**config.mk**
```make
export PLATFORM = sky130hd
export DESIGN_NAME = fetch_unit_v
export DESIGN_NICKNAME = d
export VERILOG_FILES = /design/src/rtl/fetch_unit_v_pkg.sv /design/src/rtl/fetch_unit_v_fifo.sv /design/src/rtl/fetch_unit_v.sv
export SDC_FILE = /design/constraint.sdc
export NUM_CORES = 1
export LEC_CHECK = 0
export ABC_AREA = 0
export ABC_CLOCK_PERIOD_IN_PS = 6730
export BUFFER_PORTS_ARGS = -buffer_cell sky130_fd_sc_hd__buf_4
export CORE_ASPECT_RATIO = 0.8
export CORE_MARGIN = 5
export CORE_UTILIZATION = 30
export DETAILED_ROUTE_END_ITERATION = 10
export SETUP_SLACK_MARGIN = 0.1
export SYNTH_ARGS = -nofsm -noshare
export SYNTH_HDL_FRONTEND = slang
export SYNTH_SLANG_ARGS = --single-unit
```
**constraint.sdc**
```tcl
create_clock -name clk -period 6.73 [get_ports clk]
set_clock_uncertainty 0.2 [all_clocks]
set_input_delay 1.0095 -clock clk [delete_from_list [all_inputs] [get_ports clk]]
set_output_delay 1.0095 -clock clk [all_outputs]
set_load 0.01 [all_outputs]
```
**src/rtl/fetch_unit_v_pkg.sv**
```systemverilog
// Shared types, constants and helpers for the fetch_unit_v instruction fetch stage.
// Optional zero-latency path is enabled by defining FETCH_BYPASS_EN.
package fetch_unit_v_pkg;

    typedef enum logic [1:0] {
        ST_IDLE  = 2'd0,
        ST_REQ   = 2'd1,
        ST_DRAIN = 2'd2
    } fetch_state_e;

    localparam int          FETCH_DEPTH_DEF = 4;
    localparam logic [31:0] RESET_PC_DEF    = 32'h0000_0000;
    localparam logic [31:0] PC_STEP         = 32'd4;
    localparam logic [31:0] PC_READ_OFFS    = 32'd8;

    typedef struct packed {
        logic [31:0] pc;
        logic [31:0] word;
    } fetch_entry_t;

    // Instruction addresses are always word aligned.
    function automatic logic [31:0] align_pc(input logic [31:0] addr);
        return addr & 32'hFFFF_FFFC;
    endfunction

endpackage

```
**src/rtl/fetch_unit_v_fifo.sv**
```systemverilog
// Prefetch queue holding {pc, word} entries; flush drops all entries at once.
// Pops on an empty queue are ignored; the producer reserves slots so pushes never overflow.
module fetch_fifo_v
    import fetch_unit_v_pkg::*;
#(
    parameter int DEPTH = FETCH_DEPTH_DEF
) (
    input  logic                       clk,
    input  logic                       reset,
    input  logic                       push,
    input  fetch_entry_t               push_entry,
    input  logic                       pop,
    input  logic                       flush,
    output logic [$clog2(DEPTH+1)-1:0] count,
    output fetch_entry_t               head
);

    localparam int CNT_W = $clog2(DEPTH + 1);
    localparam int PTR_W = $clog2(DEPTH);

    fetch_entry_t     mem_r [DEPTH];
    logic [PTR_W-1:0] wr_ptr_r;
    logic [PTR_W-1:0] rd_ptr_r;
    logic [CNT_W-1:0] count_r;
    logic             pop_ok_s;

    // Qualify the pop so an empty queue never underflows.
    always_comb begin
        pop_ok_s = pop && (count_r != {CNT_W{1'b0}});
    end

    // Storage, pointers and occupancy; flush keeps stale data but empties the queue.
    always_ff @(posedge clk) begin
        if (reset) begin
            wr_ptr_r <= {PTR_W{1'b0}};
            rd_ptr_r <= {PTR_W{1'b0}};
            count_r  <= {CNT_W{1'b0}};
            for (int i = 0; i < DEPTH; i++) begin
                mem_r[i] <= '{pc: 32'd0, word: 32'd0};
            end
        end else if (flush) begin
            wr_ptr_r <= {PTR_W{1'b0}};
            rd_ptr_r <= {PTR_W{1'b0}};
            count_r  <= {CNT_W{1'b0}};
        end else begin
            if (push) begin
                mem_r[wr_ptr_r] <= push_entry;
                wr_ptr_r        <= wr_ptr_r + PTR_W'(1'b1);
            end
            if (pop_ok_s) begin
                rd_ptr_r <= rd_ptr_r + PTR_W'(1'b1);
            end
            case ({push, pop_ok_s})
                2'b10:   count_r <= count_r + CNT_W'(1'b1);
                2'b01:   count_r <= count_r - CNT_W'(1'b1);
                default: count_r <= count_r;
            endcase
        end
    end

    assign count = count_r;
    assign head  = mem_r[rd_ptr_r];

endmodule

```
**src/rtl/fetch_unit_v.sv**
```systemverilog
// Instruction fetch stage: fetch PC, req/ack memory transaction and prefetch queue.
// Define FETCH_BYPASS_EN to forward an ack straight to decode when the queue is empty.
module fetch_unit_v
    import fetch_unit_v_pkg::*;
#(
    parameter int          DEPTH    = FETCH_DEPTH_DEF,
    parameter logic [31:0] RESET_PC = RESET_PC_DEF
) (
    input  logic        clk,
    input  logic        reset,
    output logic        imem_req,
    output logic [31:0] imem_addr,
    input  logic        imem_ack,
    input  logic [31:0] imem_rdata,
    input  logic        redirect,
    input  logic [31:0] redirect_pc,
    output logic        instr_valid,
    output logic [31:0] instr,
    output logic [31:0] instr_pc,
    output logic [31:0] instr_pcplus8,
    input  logic        instr_ready
);

    localparam int               CNT_W   = $clog2(DEPTH + 1);
    localparam logic [CNT_W-1:0] DEPTH_C = CNT_W'(DEPTH);

    fetch_state_e     state_r;
    fetch_state_e     state_nxt_s;
    logic [31:0]      fetch_pc_r;
    logic [31:0]      fetch_pc_nxt_s;
    logic [31:0]      addr_r;
    logic [31:0]      addr_nxt_s;
    logic             req_r;
    logic             req_nxt_s;

    logic             acc_s;
    logic             bypass_s;
    logic             push_s;
    logic             pop_s;
    logic             fifo_valid_s;
    logic [CNT_W-1:0] count_s;
    logic [CNT_W-1:0] count_after_pop_s;
    logic [CNT_W-1:0] count_after_push_s;
    fetch_entry_t     push_entry_s;
    fetch_entry_t     head_s;

    fetch_fifo_v #(
        .DEPTH      (DEPTH)
    ) u_fifo (
        .clk        (clk),
        .reset      (reset),
        .push       (push_s),
        .push_entry (push_entry_s),
        .pop        (pop_s),
        .flush      (redirect),
        .count      (count_s),
        .head       (head_s)
    );

    // Queue-side handshake: which response is kept and what decode takes this cycle.
    always_comb begin
        fifo_valid_s = (count_s != {CNT_W{1'b0}});
        acc_s        = (state_r == ST_REQ) && imem_ack;
`ifdef FETCH_BYPASS_EN
        bypass_s     = acc_s && !redirect && !fifo_valid_s;
`else
        bypass_s     = 1'b0;
`endif
        pop_s        = instr_ready && fifo_valid_s;
        push_s       = acc_s && !redirect && !(bypass_s && instr_ready);
        push_entry_s = '{pc: fetch_pc_r, word: imem_rdata};
        count_after_pop_s  = count_s - CNT_W'(pop_s);
        count_after_push_s = count_after_pop_s + CNT_W'(push_s);
    end

    // Fetch FSM: a request is only raised when a queue slot is reserved for its response.
    always_comb begin
        state_nxt_s    = state_r;
        fetch_pc_nxt_s = fetch_pc_r;
        addr_nxt_s     = addr_r;
        req_nxt_s      = req_r;
        if (redirect) begin
            fetch_pc_nxt_s = align_pc(redirect_pc);
            if ((state_r != ST_IDLE) && !imem_ack) begin
                // Outstanding request keeps its address; its data is discarded later.
                state_nxt_s = ST_DRAIN;
            end else begin
                state_nxt_s = ST_REQ;
                req_nxt_s   = 1'b1;
                addr_nxt_s  = align_pc(redirect_pc);
            end
        end else begin
            case (state_r)
                ST_IDLE: begin
                    if (count_after_pop_s < DEPTH_C) begin
                        state_nxt_s = ST_REQ;
                        req_nxt_s   = 1'b1;
                        addr_nxt_s  = fetch_pc_r;
                    end else begin
                        state_nxt_s = ST_IDLE;
                    end
                end
                ST_REQ: begin
                    if (imem_ack) begin
                        fetch_pc_nxt_s = fetch_pc_r + PC_STEP;
                        if (count_after_push_s < DEPTH_C) begin
                            state_nxt_s = ST_REQ;
                            req_nxt_s   = 1'b1;
                            addr_nxt_s  = fetch_pc_r + PC_STEP;
                        end else begin
                            state_nxt_s = ST_IDLE;
                            req_nxt_s   = 1'b0;
                        end
                    end else begin
                        state_nxt_s = ST_REQ;
                    end
                end
                ST_DRAIN: begin
                    if (imem_ack) begin
                        state_nxt_s = ST_REQ;
                        req_nxt_s   = 1'b1;
                        addr_nxt_s  = fetch_pc_r;
                    end else begin
                        state_nxt_s = ST_DRAIN;
                    end
                end
                default: begin
                    state_nxt_s = ST_IDLE;
                    req_nxt_s   = 1'b0;
                end
            endcase
        end
    end

    // FSM and bus registers; reset withdraws any request immediately.
    always_ff @(posedge clk) begin
        if (reset) begin
            state_r    <= ST_IDLE;
            fetch_pc_r <= align_pc(RESET_PC);
            addr_r     <= align_pc(RESET_PC);
            req_r      <= 1'b0;
        end else begin
            state_r    <= state_nxt_s;
            fetch_pc_r <= fetch_pc_nxt_s;
            addr_r     <= addr_nxt_s;
            req_r      <= req_nxt_s;
        end
    end

    assign imem_req  = req_r;
    assign imem_addr = addr_r;

    // Decode-facing view of the queue head (or of the forwarded ack word).
    always_comb begin
`ifdef FETCH_BYPASS_EN
        if (bypass_s) begin
            instr_valid = 1'b1;
            instr       = imem_rdata;
            instr_pc    = fetch_pc_r;
        end else begin
            instr_valid = fifo_valid_s;
            instr       = head_s.word;
            instr_pc    = head_s.pc;
        end
`else
        instr_valid = fifo_valid_s;
        instr       = head_s.word;
        instr_pc    = head_s.pc;
`endif
        instr_pcplus8 = instr_pc + PC_READ_OFFS;
    end

endmodule

```
# Word level (Yosys, flattened, before mapping)
# Memories as Yosys holds them, arrays and structs flattened. A register that Yosys moved wholly into a read port is not among the register bits.
# Index checks and enable logic that the tools add are counted.
# W data, S select, Z words.
# op_classes
n_addsub	8
magnitude_cmp	2
n_reduce_logical	20
muxes	36
eq_ne	9
# op_table
cell	count
$mux W32	9
$pmux W32 S3	1
$mux W64	1
$reduce_or A64 Y1	1
$add A32 B3 Y32 const B	1
$add A32 B4 Y32 const B	1
$mux W1	15
$mux W2	7
$ne A3 B3 Y1 const B	3
$reduce_bool A2 Y1	4
$lt A3 B3 Y1 const B	2
$pmux W2 S3	1
$pmux W3 S2	1
$reduce_and A6 Y1	1
$logic_and A1 B1 Y1	5
$add A2 B1 Y2 const B	2
$eq A2 B1 Y1 const B	2
$eq A2 B2 Y1 const B	2
$reduce_and A2 Y1	2
$reduce_and A4 Y1	1
$reduce_bool A4 Y1	1
$add A3 B1 Y3	1
$add A3 B1 Y3 const B	1
$ne A3 B2 Y1 const B	1
8 further kinds	9
# totals
memories	1
out_inout_bits	130
ff_bits	74
ram_bits	256
inputBits	69
word_cells	84
# memory_table
name	words	word_bits	read_ports	rd_clocked_by_memory_dff	write_ports	line_no	source
u_fifo.mem_r	4	64	1	1	4	fetch_unit_v_fifo.sv:21	fetch_entry_t mem_r [DEPTH];

# Depth between registers and ports, before layout
# Gate-level depths: netlist of run 1.
# depth
ltp_word	9
depth_mapped	11
ltp_nobuf	9

# Modules after synthesis
# A second synthesis of run 1 with hierarchy kept.
# hier_totals
cells_unflattened	1240
hier_area_um2	15911.5
# modules_own_cells
mod	seq_area_each_um2	area_each_um2	cells_each	instances
fetch_fifo_v	7867.5	11434.7	665	1
fetch_unit_v	1261.2	4476.8	575	1

# Worst setup path after synthesis of run 1
# OpenSTA, ideal clock, no wires.
# synth_timing
path_kind	input to register
startpoint	input port redirect
endpoint	memory u_fifo.mem_r[1][0] (netlist bit), enable pin
arrival_ns	5.986
path_slack_ns	-0.024
stages	5
setup_ns	0.568
path_buffers	2
required_time_ns	5.962
cell_sequence	clkbuf_1 clkbuf_1 nor2_1 inv_1 o21ai_0
# synth_lines
element	line_no	source
start: declaration	fetch_unit_v.sv:15	input logic redirect,
end: declaration	fetch_unit_v_fifo.sv:21	

==> impl.org, run 1 <==
** Route
- Via count :: 10400
- Summed over all layers, the routed wires come to a little over 40000 um.
- Post-route DRC violation count :: 0
- In this run the remaining antenna-violating nets after routing total 0.
- Before antenna repair, the detailed router went through 5 iterations.
- The detailed router finished its first iteration with between 700 and 800 violations.
- Final routed wire length divided by cell count :: 19.6 um
- Using the TritonRoute via totals, the vias-per-cell ratio works out to roughly 4.9.

** Synthesis
- Sequential-to-total area share from yosys stat :: just under 60%
- Mapped Area :: between 15000 and 20000 sq um
- Number of warning messages in the yosys log :: 0
- Synth Register Bits :: 320
- Of all flip-flops after synthesis, the portion carrying an async set or reset was 0%.
- Count of cell types in the netlist :: 62
- Average cell area after synthesis :: 11.9 sq um
- The most used flip-flop cell after synthesis is edfxtp_1.
- In this run, synthesis inferred 248 flip-flops with an integrated enable.
- Cell count after synthesis :: 1270

** Finish
- Area of combinational cells with multiple inputs :: 5570 sq um
- Once layout is done, the placed cells without fillers occupy 18300 sq um.
- Layout Area Growth over Synthesis :: 20.6%
- Commonest cells after routing, fill and taps aside :: 248 x edfxtp_1, 204 x buf_4, 187 x nor2_1
- Leaving out fill and tap cells, the most frequent cell in the layout is edfxtp_1.
- Count of non-filler cells in the finished layout :: approximately 2100
- Area taken by flip-flops and latches :: roughly 9000 sq um
- In the final design database the tool counted ~1500 nets.
- Fill cell count :: 4913
- The post-route netlist has between 20% and 30% of its cells at a drive strength greater than 1.

** Placed design
- After legalization and detailed placement, the total HPWL measured 25800 um.
- Buffers placed on the I/O ports in this run total 190.
- In this run the cell area measured after placement is roughly 17000 sq um.
- Routability-driven placement finished with a final weighted congestion of just under 0.8.
- Cell count after placement :: around 2000
- Pre-CTS worst setup slack :: about 2.2 ns

** Worst setup path
- Arrival time worst endpoint :: about 3.6 ns
- Max Fanout on Critical Path :: 30
- The setup path with the least slack is of type reg -> out.
- At the worst endpoint, the required time is between 5 and 6 ns.
- CP startpoint kind :: register
- STA classifies the critical path endpoint as an output pin.

** Clock network
- The H-tree was split into 2 levels.
- TritonCTS created 37 clock buffers.
- The tree built by TritonCTS fans out to 320 sinks.
- The number of setup buffers added after CTS is 0.
- For the worst-skew pair, the clock arrives at the later sink with an insertion delay of 0.54 ns.
- In this run the deepest clock path goes through 3 buffers.
- Clock transition at the registers of the reported paths :: about 0.06 ns
- Number of hold buffers added after cts :: 0
- Root Buffer :: clkbuf_16
- TritonCTS built the clock tree.
- Total of cells resized after clock tree synthesis :: 0

** Power
- The worst-case IR drop observed on VDD is about 130 uV.
- Total power after layout :: approximately 4.6 mW
- In this run the power density over the cells is about 250 nW/um^2.
- In this run the static leakage power is between 7 and 8 nW.

** Floorplanning
- Chip width :: ~260 um
- After floorplanning, the core was sized to cover roughly 50000 sq um.
- The die is 211 um tall.
- Initial core utilization :: a little under a third
- Total I/O pin count :: roughly 200
- Cell Rows :: 73
- The die covers roughly 55000 sq um.

** Global routing
- Total global-route track usage :: ~15%
- Entering global routing, the biggest net connects between 60 and 70 pins.
- The first global-routing pass estimated approximately 64000 um of wire.
- Antenna violations before repair :: 0
- Via count of the first global-routing pass :: about 11000
- Remaining global-route overflow :: 0

** Timing
- Setup repair after global routing left no endpoint under its margin.
- Slew at the pin closest to its max-slew limit :: 1.07 ns
- In this run the tightest slew margin relative to its limit is between 20% and 30%.
- Setup violations remaining at the end of the flow were counted as 0.
- Final period demand of the worst path :: between 4 and 5 ns
- Maximum clock rate :: between 200 and 250 MHz
- Share of the cycle needed by the critical path after routing :: roughly 72%
- Endpoints failing hold :: 0
- Across all setup checks in the final design, the least slack found is 1.92 ns.
- The max-slew violation total from the final report came to 0.

** Outcome
- Result of the run :: complete, no violations

** Run
- Across the run, the number of max-cap violations was 0.

** Min path
- The worst hold path belongs to the class reg -> reg.
through the flow:
| step | setup TNS (ns) | util, % | hold WS [ns] |
|---|---|---|---|
| detailed placement | 0 | 34.3 | 0.248 |
| global placement | 0 | 34.3 | 0.245 |
| finish | 0 | 36.7 | 0.255 |
| CTS | 0 | 36.7 | 0.258 |
| floorplan | -2.93 | - | 0.272 |
| global route | 0 | 36.7 | 0.272 |
power breakdown:
| part | switching, mW | internal, mW |
|---|---|---|
| Clock | 0.801 | 1.14 |
| Sequential | 0.0617 | 2.22 |
| Combinational | 0.223 | 0.168 |
| Total | 1.09 | 3.53 |
area by class of cell:
class	count	share of cell area [%]
Inverter	78	1.60
Multi-Input combinational cell	774	30.5
Antenna cell	1	0.0137
Clock buffer	47	5.56
Timing Repair Buffer	204	8.37
Tap cell	675	4.62
Sequential cell	320	48.6
Clock inverter	16	0.739
registers in the layout, indices dropped and copies added (netlist names), named ones only:
signal and flops:
u_fifo.mem_r 248, u_fifo.count 3, state_r 2, imem_addr 30, fetch_pc_r 30, u_fifo.wr_ptr_r 2
u_fifo.rd_ptr_r 2, imem_req 1
kinds of logic (layout without fill, tap and decap cells):
family	Yosys count	count (layout)	synth area share [%]
simple gates	492	492	15.6
mux	64	64	9.67
other cells	1	7	0.0247
flops	320	320	58.6
xor+xnor	76	76	4.39
fa+ha+maj	6	6	0.544
compound gates	130	130	5.96
buf+inv	181	345	5.20
critical path, cell delays in order, from the launching register on:
cell     delay (ns)
dfxtp_2        0.91
mux4_2         0.52
ha_1           0.25
nand3_2        0.33
nor2_1         0.53
nand3_1        0.16
xnor2_1        0.20
buf_4          0.15
cell usage after synthesis (all sizes together) (2+ instances only):
| cell type | count | area share [%] |
|---|---|---|
| mux4 | 62 | 9.5 |
| dfxtp | 72 | 9.5 |
| nand4 | 27 | 1.5 |
| a21oi | 35 | 1.2 |
| o311ai | 7 | 0.40 |
| a31oi | 3 | 0.12 |
| nand2b | 18 | 0.74 |
| buf | 41 | 1.7 |
| or2 | 3 | 0.12 |
| clkbuf | 62 | 1.5 |
| a31o | 3 | 0.17 |
| ha | 5 | 0.41 |
| nor4 | 17 | 1.1 |
| and4 | 4 | 0.23 |
| and3 | 7 | 0.29 |
| a211oi | 10 | 0.49 |
| nor2b | 2 | 0.082 |
| and2 | 35 | 1.4 |
| nand3 | 37 | 1.3 |
| o21ai | 15 | 0.49 |
| nand3b | 3 | 0.17 |
| nand2 | 124 | 3.1 |
| o211ai | 11 | 0.54 |
| o211a | 4 | 0.26 |
| xor2 | 36 | 2.1 |
| o311a | 3 | 0.20 |
| o41ai | 3 | 0.17 |
| a21boi | 9 | 0.45 |
| and3b | 2 | 0.12 |
| xnor2 | 40 | 2.3 |
| o31a | 6 | 0.35 |
| o21a | 10 | 0.49 |
| inv | 77 | 1.9 |
| nor3 | 19 | 0.63 |
| a221oi | 6 | 0.35 |
| nor2 | 188 | 4.7 |
| edfxtp | 248 | 49 |
| or3 | 4 | 0.16 |
routing by layer:
metal,track usage [%],vias up,share of wire [%]
li1,-,4816,-
met1,20.3,5219,44
met2,24.6,268,48
met3,3.13,51,6.2
met4,3.15,0,1.7
met5,0,-,0
worst paths after layout:
kind	slack [ns]	to	startpoint	depth (start not counted)
hold reg to reg	0.26	imem_addr[7]	imem_addr[7]	2
hold / removal	0.26	imem_addr[7]	imem_addr[7]	2
setup / recovery	1.92	instr_pcplus8[29]	register	7
setup reg to reg	3.29	imem_addr[20]	u_fifo.count[0]	9
Power figures use the tool's default switching activity.
==> run 2, diff against run 1 <==
- ABC_CLOCK_PERIOD_IN_PS: 6730 -> 4100
- clock period: 6.73 -> 4.1 ns (I/O delays scaled with it)
==> run 2 against run 1 <==
Via count increased by 0.98%. Cell count increased by 0.76%. Non-clock buffer count increased by 13. Critical path depth unchanged. First-iteration DRC count increased by 4.4%. Cell area increased by 0.72%. Critical path type unchanged. Routed wire length decreased by 0.96%. Clock power increased by 65%. Clock-buffer cell count increased by 8. Largest cell class unchanged.
==> impl.org, run 2 (synthesis results as in run 1) <==
** Timing
- Share of the cycle needed by the critical path after routing :: between 90% and 100%
- At the pin with the least slew margin, the transition time is around 1.0 ns.
- Once routing completed, OpenROAD measured the worst setup slack at slightly above 0.3 ns.
- Pins Over Slew Limit :: 0
- Setup repair after global routing left no endpoint under its margin.
- Static timing analysis puts the maximum clock frequency at about 260 MHz.
- Setup violations remaining at the end of the flow were counted as 0.
- The worst path in the final design needs a cycle of about 3.8 ns, including I/O delays and setup.
- In this run the tightest slew margin relative to its limit is 31.3%.
- The number of hold violations in the final report came to 0.

** Route
- Vias per cell :: between 4 and 5
- Post-route DRC violation count :: 0
- The first detailed-routing pass ran for 5 iterations.
- After detailed routing, the total wire length is about 41000 um.
- The detail route stage leaves a number of antenna-violating nets equal to 0.
- Dividing the detail-routed wire length by the instance count gives roughly 19 um.
- The detailed router placed 10500 vias in this run.
- First-iteration detailed-routing DRC count :: about 830

** Worst setup path
- Reg2Reg Capture Point :: imem_addr[25]
- CP startpoint kind :: register
- The worst register-to-register path begins at u_fifo.count[2].
- Critical path data required time :: ~3.3 ns
- Cell family with most CP delay :: simple AND/OR/NAND/NOR gates
- The worst register-to-register path has a setup slack of about 0.67 ns.
- Max Fanout on Critical Path :: 13
- Counting cells, the worst reg-to-reg path comes to 9.
- Endpoint kind of the worst setup timing path :: output pin
- Number of buffer and inverter instances along the worst setup path :: 1
- At the worst endpoint, the arrival time is ~3.0 ns.
- The slowest stage of the critical path belongs to the cell mux4_2.
- Start-to-end type of the worst setup path :: reg -> out
- Cell chain of the critical path :: mux4_2 > ha_1 > nand3_2 > nor4_4 > nand4_1 > xnor2_1 > buf_4
- CP peak stage delay :: about 0.44 ns
- Total number of cells along the worst setup path :: 7
- Worst setup endpoint :: instr_pcplus8[31]

** Placed design
- PortBufs :: 190
- Post-DP HPWL :: ~26000 um
- The congestion estimate from routability-driven global placement came to ~0.77.
- Cell count after placement :: slightly above 2000
- At the placement stage, the worst setup path has a slack of slightly below 0.7 ns.
- Cell area after placement :: between 15000 and 20000 sq um

** Finish
- The area growth from synthesis to layout is 21.4%.
- Flip-flop count of the largest register, all copies and words added :: between 200 and 250
- Fraction of layout cells with a size suffix above 1 :: between 20% and 30%
- Post-route cell area :: roughly 18000 sq um
- Commonest non-fill, non-tap cell in the layout :: edfxtp_1
- Commonest cells after routing, fill and taps aside :: 248 x edfxtp_1, 215 x buf_4, 187 x nor2_1
- Summing all multi-input logic gate instances after layout gives around 5600 sq um.
- The repair_antennas step left the layout with diodes totalling 0.
- After filler insertion, the fill cell instance count of the layout stands at 4915.
- Ranked by flip-flop count, first place goes to u_fifo.mem_r.
- Post-route core utilization :: 36.9%
- Final net count :: roughly 1500
- In the final layout, flip-flops and latches occupy 8900 sq um.
- Count of non-filler cells in the finished layout :: approximately 2100

** Floorplanning
- Pin placement for this block handled 199 I/O pins.
- From left edge to right edge, the die measures ~260 um.
- Cell Rows :: 73
- Area enclosed by the die boundary :: about 55000 sq um
- Core Region :: between 40000 and 50000 sq um
- Initial core utilization :: 30.4%
- Vertical extent of the die :: 211 um

** Power
- Summed over all cells, the static leakage comes to 7.14 nW.
- Total power density per cell area :: 413 nW/um^2
- Worst IR Drop VDD :: 242 uV

** Clock network
- The tree is rooted in a clkbuf_16.
- Total number of clock tree sinks :: 320
- Clock insertion delay at the later pin of the skew report :: around 0.56 ns
- After clock tree synthesis, the clock-pin slew on the worst setup and hold paths is around 0.06 ns.
- Level count of the clock H-tree :: 2
- Number of buffers added by the clock tree synthesis step :: 37
- Clock tree from TritonCTS :: built
- Number of hold buffers added after cts :: 0
- Clock Tree Buf Depth :: 3

** Global routing
- Antenna violations before repair :: 0
- Pin count of the biggest net entering global routing :: 63
- The via count of the first global-routing pass came to about 11000.
- Global-route wire length before repair :: around 63000 um
- Total global-route track usage :: around 15%
- Remaining global-route overflow :: 0

** Run
- The tool flagged a number of max-cap violations equal to 0.

** Outcome
- The flow ran to the end, and the final reports show no timing, DRC or antenna violations.

** Min path
- The tightest min-delay check is of the in -> reg type.
run 2: changes by cell type in the layout (fill, tap and decap cells not counted), sizes merged:
cell and change:
buf +13, bufinv -1, clkbuf +8, clkinv -1, clkinvlp -4, diode -1
inv +2
run 2: metal layers:
metal  global-route usage, %  share of wire [%]  vias up
met4                    3.19                1.5        0
met2                    24.3                 49      297
met1                    19.4                 43     5272
met3                    3.76                7.1       43
met5                       0                  0        -
li1                        -                  -     4843
run 2: worst min-delay path by stage:
| stage | from | endpoint | slack [ns] | depth (start not counted) |
|---|---|---|---|---|
| 2_1_floorplan | u_fifo.count[1] | u_fifo.count[1] | 0.27 | 2 |
| 3_3_place_gp | imem_addr[20] | imem_addr[20] | 0.24 | 2 |
| 3_5_place_dp | imem_addr[12] | imem_addr[12] | 0.25 | 2 |
| 4_1_cts | imem_ack | state_r[1] | 0.07 | 2 |
| 5_1_grt | imem_ack | state_r[1] | 0.1 | 2 |
| 6_report | imem_ack | state_r[1] | 0.11 | 2 |
run 2: final cells by class:
cell class	instances	share of cell area (%)
clock buffer	55	5.79
timing repair buffer	217	8.98
multi-input combinational	774	30.2
clock inverter	12	0.571
tap	675	4.58
inverter	78	1.59
sequential	320	48.3
run 2: power breakdown:
| part | internal, mW | switching (mW) | total (mW) |
|---|---|---|---|
| clock network | 1.88 | 1.34 | 3.21 |
| logic | 0.282 | 0.377 | 0.659 |
| registers | 3.64 | 0.0966 | 3.74 |
run 2: metrics by stage:
stage	TNS (ns)	hold slack [ns]	power (mW)
4_1_cts	0	0.0702	7.72
6_report	0	0.110	7.61
5_1_grt	0	0.0989	7.91
2_1_floorplan	-72.97	0.272	4.15
3_5_place_dp	0	0.248	4.48
3_3_place_gp	0	0.245	4.46
run 2: timing repair:
action | in CTS | in global routing
pin swaps | 0 | 1
buffers inserted | 4 | 0
setup endpoints to repair | 1 | 1
gates resized for setup | 1 | 1
